`config.mk`:
```
export PLATFORM = sky130hd
export DESIGN_NAME = input_debouncer_flat
export DESIGN_NICKNAME = d
export VERILOG_FILES = /design/src/rtl/input_debouncer_pkg.sv /design/src/rtl/input_debouncer_if.sv /design/src/rtl/input_debouncer_debounce_ch.sv /design/src/rtl/input_debouncer.sv /design/src/flat_wrapper.sv
export SDC_FILE = /design/constraint.sdc
export NUM_CORES = 1
export LEC_CHECK = 0
export CELL_PAD_IN_SITES_DETAIL_PLACEMENT = 0
export CELL_PAD_IN_SITES_GLOBAL_PLACEMENT = 2
export CORE_MARGIN = 1
export CORE_UTILIZATION = 39
export CTS_CLUSTER_DIAMETER = 150
export DETAILED_ROUTE_END_ITERATION = 10
export PLACE_DENSITY_LB_ADDON = 0.1
export SYNTH_ARGS = -nofsm -noshare
export SYNTH_HDL_FRONTEND = slang
export SYNTH_SLANG_ARGS = --single-unit
```
`constraint.sdc`:
```
create_clock -name clk -period 2.5 [get_ports clk]
set_input_delay 0.625 -clock clk [delete_from_list [all_inputs] [get_ports clk]]
set_output_delay 0.625 -clock clk [all_outputs]
set_load 0.01 [all_outputs]
```
`src/rtl/input_debouncer_pkg.sv`:
```
// Shared definitions for the switch input debouncer.
// Holds the per-channel state encoding, the channel count and the default
// debounce length (10 ms at 100 MHz).
package input_debouncer_pkg;

    localparam int unsigned NUM_CH              = 3;
    localparam int unsigned DEBOUNCE_CYCLES_DEF = 1000000;

    // S_* are settled levels, W_* are waiting to confirm a change.
    typedef enum logic [1:0] {
        S_LO = 2'd0,
        W_HI = 2'd1,
        S_HI = 2'd2,
        W_LO = 2'd3
    } deb_state_e;

endpackage

```
`src/rtl/input_debouncer_if.sv`:
```
// Raw switch levels in, debounced levels and edge pulses out.
//   left/right/haz          : raw asynchronous switch levels
//   left_db/right_db/haz_db : debounced levels
//   rise/fall               : one-cycle edge pulses, bit0 left, bit1 right, bit2 haz
// master = switch side / consumer, slave = debouncer.
interface input_debouncer_if;
    import input_debouncer_pkg::*;

    logic              left;
    logic              right;
    logic              haz;
    logic              left_db;
    logic              right_db;
    logic              haz_db;
    logic [NUM_CH-1:0] rise;
    logic [NUM_CH-1:0] fall;

    modport master (
        output left, right, haz,
        input  left_db, right_db, haz_db, rise, fall
    );

    modport slave (
        input  left, right, haz,
        output left_db, right_db, haz_db, rise, fall
    );

endinterface

```
`src/rtl/input_debouncer_debounce_ch.sv`:
```
// One debounced channel: 2-flop synchroniser, confirm counter and level FSM.
//   clk, reset (async, active low)
//   raw  : asynchronous input level
//   db   : debounced level
//   rise : one-cycle pulse on db 0->1
//   fall : one-cycle pulse on db 1->0
module debounce_ch
    import input_debouncer_pkg::*;
#(
    parameter int unsigned DEBOUNCE_CYCLES = DEBOUNCE_CYCLES_DEF
) (
    input  logic clk,
    input  logic reset,
    input  logic raw,
    output logic db,
    output logic rise,
    output logic fall
);

    localparam int unsigned     CNT_W   = $clog2(DEBOUNCE_CYCLES + 1);
    localparam logic [CNT_W-1:0] CNT_MAX = CNT_W'(DEBOUNCE_CYCLES);
    localparam logic [CNT_W-1:0] CNT_ONE = CNT_W'(1);

    logic             s1;
    logic             s2;
    deb_state_e       state;
    deb_state_e       state_nxt;
    logic [CNT_W-1:0] cnt;
    logic [CNT_W-1:0] cnt_nxt;
    logic             db_nxt;
    logic             rise_nxt;
    logic             fall_nxt;

    // Metastability synchroniser; only s2 feeds the FSM.
    always_ff @(posedge clk or negedge reset) begin
        if (!reset) begin
            s1 <= 1'b0;
            s2 <= 1'b0;
        end else begin
            s1 <= raw;
            s2 <= s1;
        end
    end

    // State, counter and registered outputs.
    always_ff @(posedge clk or negedge reset) begin
        if (!reset) begin
            state <= S_LO;
            cnt   <= '0;
            db    <= 1'b0;
            rise  <= 1'b0;
            fall  <= 1'b0;
        end else begin
            state <= state_nxt;
            cnt   <= cnt_nxt;
            db    <= db_nxt;
            rise  <= rise_nxt;
            fall  <= fall_nxt;
        end
    end

    // Any disagreeing sample while waiting drops back to the settled state.
    always_comb begin
        state_nxt = state;
        cnt_nxt   = cnt;
        db_nxt    = db;
        rise_nxt  = 1'b0;
        fall_nxt  = 1'b0;
        case (state)
            S_LO: begin
                if (s2) begin
                    state_nxt = W_HI;
                    cnt_nxt   = CNT_ONE;
                end
            end
            W_HI: begin
                if (!s2) begin
                    state_nxt = S_LO;
                    cnt_nxt   = '0;
                end else if (cnt == CNT_MAX) begin
                    state_nxt = S_HI;
                    cnt_nxt   = '0;
                    db_nxt    = 1'b1;
                    rise_nxt  = 1'b1;
                end else begin
                    cnt_nxt = cnt + CNT_ONE;
                end
            end
            S_HI: begin
                if (!s2) begin
                    state_nxt = W_LO;
                    cnt_nxt   = CNT_ONE;
                end
            end
            W_LO: begin
                if (s2) begin
                    state_nxt = S_HI;
                    cnt_nxt   = '0;
                end else if (cnt == CNT_MAX) begin
                    state_nxt = S_LO;
                    cnt_nxt   = '0;
                    db_nxt    = 1'b0;
                    fall_nxt  = 1'b1;
                end else begin
                    cnt_nxt = cnt + CNT_ONE;
                end
            end
            default: begin
                state_nxt = S_LO;
                cnt_nxt   = '0;
                db_nxt    = 1'b0;
            end
        endcase
    end

endmodule

```
`src/rtl/input_debouncer.sv`:
```
// Debounces the left, right and hazard switches for the tail-light controller.
//   clk, reset (async, active low)
//   bus : input_debouncer_if.slave (raw levels in, debounced levels and pulses out)
module input_debouncer
    import input_debouncer_pkg::*;
#(
    parameter int unsigned DEBOUNCE_CYCLES = DEBOUNCE_CYCLES_DEF
) (
    input  logic                 clk,
    input  logic                 reset,
    input_debouncer_if.slave     bus
);

    logic [NUM_CH-1:0] raw;
    logic [NUM_CH-1:0] db;
    logic [NUM_CH-1:0] rise;
    logic [NUM_CH-1:0] fall;

    assign raw = {bus.haz, bus.right, bus.left};

    // Channels are independent; no arbitration between switches here.
    for (genvar i = 0; i < NUM_CH; i++) begin : g_ch
        debounce_ch #(
            .DEBOUNCE_CYCLES(DEBOUNCE_CYCLES)
        ) u_ch (
            .clk  (clk),
            .reset(reset),
            .raw  (raw[i]),
            .db   (db[i]),
            .rise (rise[i]),
            .fall (fall[i])
        );
    end

    assign bus.left_db  = db[0];
    assign bus.right_db = db[1];
    assign bus.haz_db   = db[2];
    assign bus.rise     = rise;
    assign bus.fall     = fall;

endmodule

```
`src/flat_wrapper.sv`:
```
// flat-port wrapper written by rule: the top's interface ports become plain ports
module input_debouncer_flat import input_debouncer_pkg::*;
#(
    parameter int unsigned DEBOUNCE_CYCLES = DEBOUNCE_CYCLES_DEF
)
  (clk, reset, bus_left, bus_right, bus_haz, bus_left_db, bus_right_db, bus_haz_db, bus_rise, bus_fall);
  input_debouncer_if bus_i ();
  input  logic clk;
  input  logic reset;
  input wire logic [$bits(bus_i.left)-1:0] bus_left;
  input wire logic [$bits(bus_i.right)-1:0] bus_right;
  input wire logic [$bits(bus_i.haz)-1:0] bus_haz;
  output wire logic [$bits(bus_i.left_db)-1:0] bus_left_db;
  output wire logic [$bits(bus_i.right_db)-1:0] bus_right_db;
  output wire logic [$bits(bus_i.haz_db)-1:0] bus_haz_db;
  output wire logic [$bits(bus_i.rise)-1:0] bus_rise;
  output wire logic [$bits(bus_i.fall)-1:0] bus_fall;
  assign bus_i.left = bus_left;
  assign bus_i.right = bus_right;
  assign bus_i.haz = bus_haz;
  assign bus_left_db = bus_i.left_db;
  assign bus_right_db = bus_i.right_db;
  assign bus_haz_db = bus_i.haz_db;
  assign bus_rise = bus_i.rise;
  assign bus_fall = bus_i.fall;
  input_debouncer #(.DEBOUNCE_CYCLES(DEBOUNCE_CYCLES)) u_core (.clk(clk), .reset(reset), .bus(bus_i));
endmodule
```
* Yosys cells after proc, flatten, opt, wreduce, memory -nomap -nowiden
Cells that the tools add are included.
** Storage, ports and cells
- Output and inout bits :: 9
- Word-level logic and storage cells :: 144
- Input port bits :: 5
- Register bits :: 81
** Operators by class
- Equality and inequality tests :: 36
- Add/subtract/negate cells :: 3
- Reductions and logical operators :: 15
- Mux-type cells :: 69
** Operators by type and width (number)
- $mux 20 :: 15
- $pmux 20 s4 :: 3
- $add 20x1->20 const B :: 3
- $eq 20x20->1 const B :: 3
- $mux 2 :: 18
- $ne 2x2->1 const B :: 18
- $mux 1 :: 27
- $pmux 2 s4 :: 3
- $ne 3x3->1 const B :: 6
- $reduce_and 5->1 :: 3
- $eq 2x2->1 const B :: 6
- $reduce_and 4->1 :: 3
- $eq 2x1->1 const B :: 3
- $logic_not 2->1 :: 3
- $pmux 1 s2 :: 3
- $reduce_and 2->1 :: 3
- $reduce_bool 2->1 :: 3

* Depth between registers and ports, before layout
- Word-level depth :: 4
- Gate-level depth with buffers :: 9
- Mapped depth without buffers :: 7

* By module
Synthesis repeated with hierarchy kept, for this count alone.
** Second synthesis, totals
- Cells, all modules :: 448
- Area, all modules :: 4316.6 um^2
** Modules (own cells, without submodules)
- debounce_ch (u_core.g_ch[0].u_ch ...) :: cells each 147, times used 2, sequential area each 675.6 um^2, area each 1441.4 um^2
- debounce_ch (u_core.g_ch[2].u_ch) :: cells each 154, times used 1, sequential area each 675.6 um^2, area each 1433.9 um^2

* Worst setup path before layout
OpenSTA, ideal clock, no wires.
- Kind :: register to register
- Start point :: register u_core.g_ch[2].u_ch.cnt[0]
- End point :: register u_core.g_ch[2].u_ch.cnt[19]
- Buffers on the path :: 2
- Data required time :: 2.376 ns
- Slack :: 0.753 ns
- Arrival :: 1.623 ns
- Library setup time :: 0.124 ns
- Stages on the path, launching flop included :: 10
- Clock period less this slack :: 1.747 ns
- Cells stage by stage :: dfrtp_1 -> inv_1 -> ha_1 -> and4bb_2 -> nand4_1 -> o211a_1 -> buf_2 -> buf_6 -> a32oi_1 -> nand2_1
** On the way
- Longest elaborated chain between the ends :: 4
- Elaborated cells on any way between the ends :: 6
- Classes of those cells :: add/sub: 1; eq/ne: 1; mux: 4
** RTL lines
- start, declared :: RTL line input_debouncer_debounce_ch.sv:28 : logic [CNT_W-1:0] cnt;
- start signal, assigned :: RTL line input_debouncer_debounce_ch.sv:55 : cnt <= cnt_nxt;
- $add 20x1->20 / $eq 20x20->1 (equally long branches)
- $mux 20 * :: RTL line input_debouncer_debounce_ch.sv:80, input_debouncer_debounce_ch.sv:99
- $mux 20 (on tied branches) :: RTL line input_debouncer_debounce_ch.sv:96, input_debouncer_debounce_ch.sv:77
- $pmux 20 s4 * :: RTL line input_debouncer_debounce_ch.sv:69 : case (state)
Mark *: on every way between the ends. The rest lies on a longest branch, timed or not.
A chain may end at the register's enable or synchronous reset.

* Final worst setup path
- Start point :: register u_core.g_ch[0].u_ch.cnt[6]
- End point :: register u_core.g_ch[0].u_ch.cnt[11]
** On the way
- Longest elaborated chain between the ends :: 4
- Elaborated cells on any way between the ends :: 6
- Classes of those cells :: add/sub: 1; eq/ne: 1; mux: 4
** RTL lines (RTL line)
- start, declared :: input_debouncer_debounce_ch.sv:28
- start signal, assigned :: input_debouncer_debounce_ch.sv:55
- $add 20x1->20 / $eq 20x20->1 (equally long branches)
- $mux 20 * :: input_debouncer_debounce_ch.sv:80, input_debouncer_debounce_ch.sv:99
- $mux 20 (on tied branches) :: input_debouncer_debounce_ch.sv:96, input_debouncer_debounce_ch.sv:77
- $pmux 20 s4 * :: input_debouncer_debounce_ch.sv:69
Marked as above.

==> flow_summary.ini <==
[pwr]
power_density_nw_per_um2 = 711
p_total_w = 0.00340
ir_drop_uv = 553
power_leakage_nw = 1.96

[cts]
ctsResizeCount = 0
postCtsSetupRepairBufs = 0
clk_latency_ps = 370
cts_tree = yes
clk_pin_slew_ps = 90
numCtsBuffers = 9
clock_tree.buffer_depth = 2
clockRootBuffer = clkbuf_8
cts_max_level = 3
clkSinkCount = 81
postCtsHoldBufs = 0

[logic_synthesis]
synth_cells = 465
synth_top_family_by_area = simple AND/OR/NAND/NOR gates
ys_types = 63
synthMuxAreaShare_pct = 2.12
yosysMostFrequentCell = dfrtp_1
synth_compound_area_share_pct = 19.6
yosys-top-cells-area = dfrtp_1 46%, a31oi_1 5.9%, nand2_1 4.4%
syn_area_um2 = 4370
yosys_register_bits = 81
synth_xor_area_share_pct = 0.802
yosysWarningCount = 0
ys.flop_type = dfrtp_1
synth_top_area_cell = dfrtp_1
syn-num-nets = 476
synth.top_cells.by_count = 81 x dfrtp_1, 51 x nand2_1, 41 x a31oi_1
synth_top_area_share_pct = 46.4
synth_edf_count = 0
synth_fa_ha_area_share_pct = 1.72
seq_area_frac_synth_pct = 46.4
synth-async-reset-ratio_pct = 100
synthSimpleGateAreaFrac_pct = 24.1
avgSynthCellArea_um2 = 9.39

[drt]
firstDrtPassIters = 4
vias_per_cell = 5.75
avgRoutedWirePerCell_um = 15.9
drc_errors = 0
routed_wl_um = 9770
ant_nets = 0
drt_iter0_drc = 211
vias = 3530

[global_routing]
grt_pass1_wl_um = 16800
grtUsageTotal_pct = 18.7
grt_pass1_vias = 3345
grt_start_max_net_pins = 44
antenna_found_initial = 0
grt-ovfl-total = 0

[timing]
period_needed_ps = 2200
max-slew-margin-rel_pct = 30.1
setup_violations = 0
tns_ps = 0
period_share_pct = 87.9
fin_skew_ps = 8.15
timing.fmax_mhz = 455
worst_pin_slew_ps = 1040
finalMaxSlewViolations = 0
rsz0062_at_grt = false
hold_viol = 0

[worst_setup_path]
worstPathCellList = nor4b_1 -> and3_1 -> a21boi_2 -> a41oi_1 -> a31oi_1
crit_path_end_kind = flip-flop
start_kind = flip-flop
crit_path_max_fanout = 26
worstPathArrival_ps = 2480
cpMaxStageDelayCell = a21boi_2
worstPathRequired_ps = 2780
crit_path_max_incr_delay_ps = 820
path_class = flip-flop to flip-flop

[layout]
drive_above_1_share_pct = 9.49
syn_to_final_growth_pct = 9.28
antenna_cells = 0
fin_nets = 480
fill_cells = 1068

[min_path]
hold_class = input pin to async pin

[floorplan]
fp.dieArea_um2 = 11600
rows = 38
ioPinCount = 14
die_h_um = 108
start_util_pct = 40.1
core_area_um2 = 10900
die_x_um = 108

[job]
drv_cap = 0

[placement]
dp_hpwl_um = 6560
place.gp.congestion = 0.738
numPortBuffers = 13

[run_status]
run_status = complete, no violations
through the flow:
stage	area [um2]	hold slack (ps)	utilization (%)	setup WS [ps]	instances
after detailed placement	4580	338	42.0	331	598
after global placement	4580	333	42.0	380	598
after CTS	4770	175	43.8	297	614
after floorplan	4370	329	-	753	465
final	4770	173	43.8	303	614
after global routing	4770	177	43.8	59.9	614
cell usage in the layout, fill, tap and decap left out, types with 4 or more instances in the layout:
cell / instances
a21oi_1: 30
a31oi_1: 41
a41oi_1: 11
and2_1: 5
and3_1: 10
buf_4: 6
clkbuf_8: 10
clkdlybuf4s50_1: 12
dfrtp_1: 81
ha_1: 6
inv_1: 21
mux2i_1: 7
nand2_1: 51
nand2b_1: 6
nand3_1: 36
nand4_1: 11
nor2_1: 21
nor3_1: 5
nor4bb_1: 4
o21ai_0: 17
or3_1: 6
or4_1: 4
logic make-up (layout without fill, tap and decap cells):
kind of cell,count (synthesis),after routing
XOR/XNOR,4,4
multiplexers,9,9
AO/OA/AOI/OAI,130,130
adder cells (fa/ha/maj),6,6
buffers and inverters,47,56
AND/OR/NAND/NOR,188,188
flip-flops,81,81
layout make-up:
| cell class | instances | area, um2 | share of cell area [%] |
|---|---|---|---|
| clock inverter | 5 | 55.1 | 1.15 |
| multi-input combinational | 337 | 2110 | 44.2 |
| tap | 140 | 175 | 3.67 |
| clock buffer | 11 | 141 | 2.96 |
| inverter | 21 | 78.8 | 1.65 |
| timing repair buffer | 19 | 185 | 3.88 |
| sequential | 81 | 2030 | 42.5 |
where the power goes:
part	internal (W)	leakage [nW]	switching (W)
Sequential	0.00140	1.10	0.000140
Clock	0.000486	0.0953	0.000507
Combinational	0.000283	0.767	0.000579
worst max-delay path: cells and delay by family, from the launching register on:
family / cells / cell delay (ps)
AOI/OAI and AO/OA: 3 / 1290
DFF: 1 / 420
and+or+nand+nor: 2 / 400
sequential cells by signal, indices dropped and copies added (netlist names), named ones only:
register / flops
u_core.g_ch.u_ch.state: 3
u_core.g_ch.u_ch.fall: 3
u_core.g_ch.u_ch.s2: 3
u_core.g_ch.u_ch.db: 3
u_core.g_ch.u_ch.s1: 3
u_core.g_ch.u_ch.cnt: 60
u_core.g_ch.u_ch.rise: 3
metal layers:
layer	up-vias	GRT usage [%]	share of wire, %
met5	-	0	0
li1	1740	-	-
met1	1743	25.1	50
met4	0	7.05	1.3
met3	7	4.36	2.9
met2	40	29.3	46
final timing paths:
check / start / end / slack [ps] / depth (start not counted)
worst max-delay path: u_core.g_ch[0].u_ch.cnt[6] / u_core.g_ch[0].u_ch.cnt[11] / 300 / 5
worst min-delay path: reset / u_core.g_ch[0].u_ch.cnt[14] / 170 / 1
worst max register to register: u_core.g_ch[0].u_ch.cnt[6] / u_core.g_ch[0].u_ch.cnt[11] / 300 / 5
worst min register to register: u_core.g_ch[1].u_ch.s1 / u_core.g_ch[1].u_ch.s2 / 360 / 0
max in group asynchronous: reset / u_core.g_ch[1].u_ch.cnt[7] / 1770 / 2
min in group clk: u_core.g_ch[1].u_ch.s1 / u_core.g_ch[1].u_ch.s2 / 360 / 0
(Power assumes the default switching activity.)
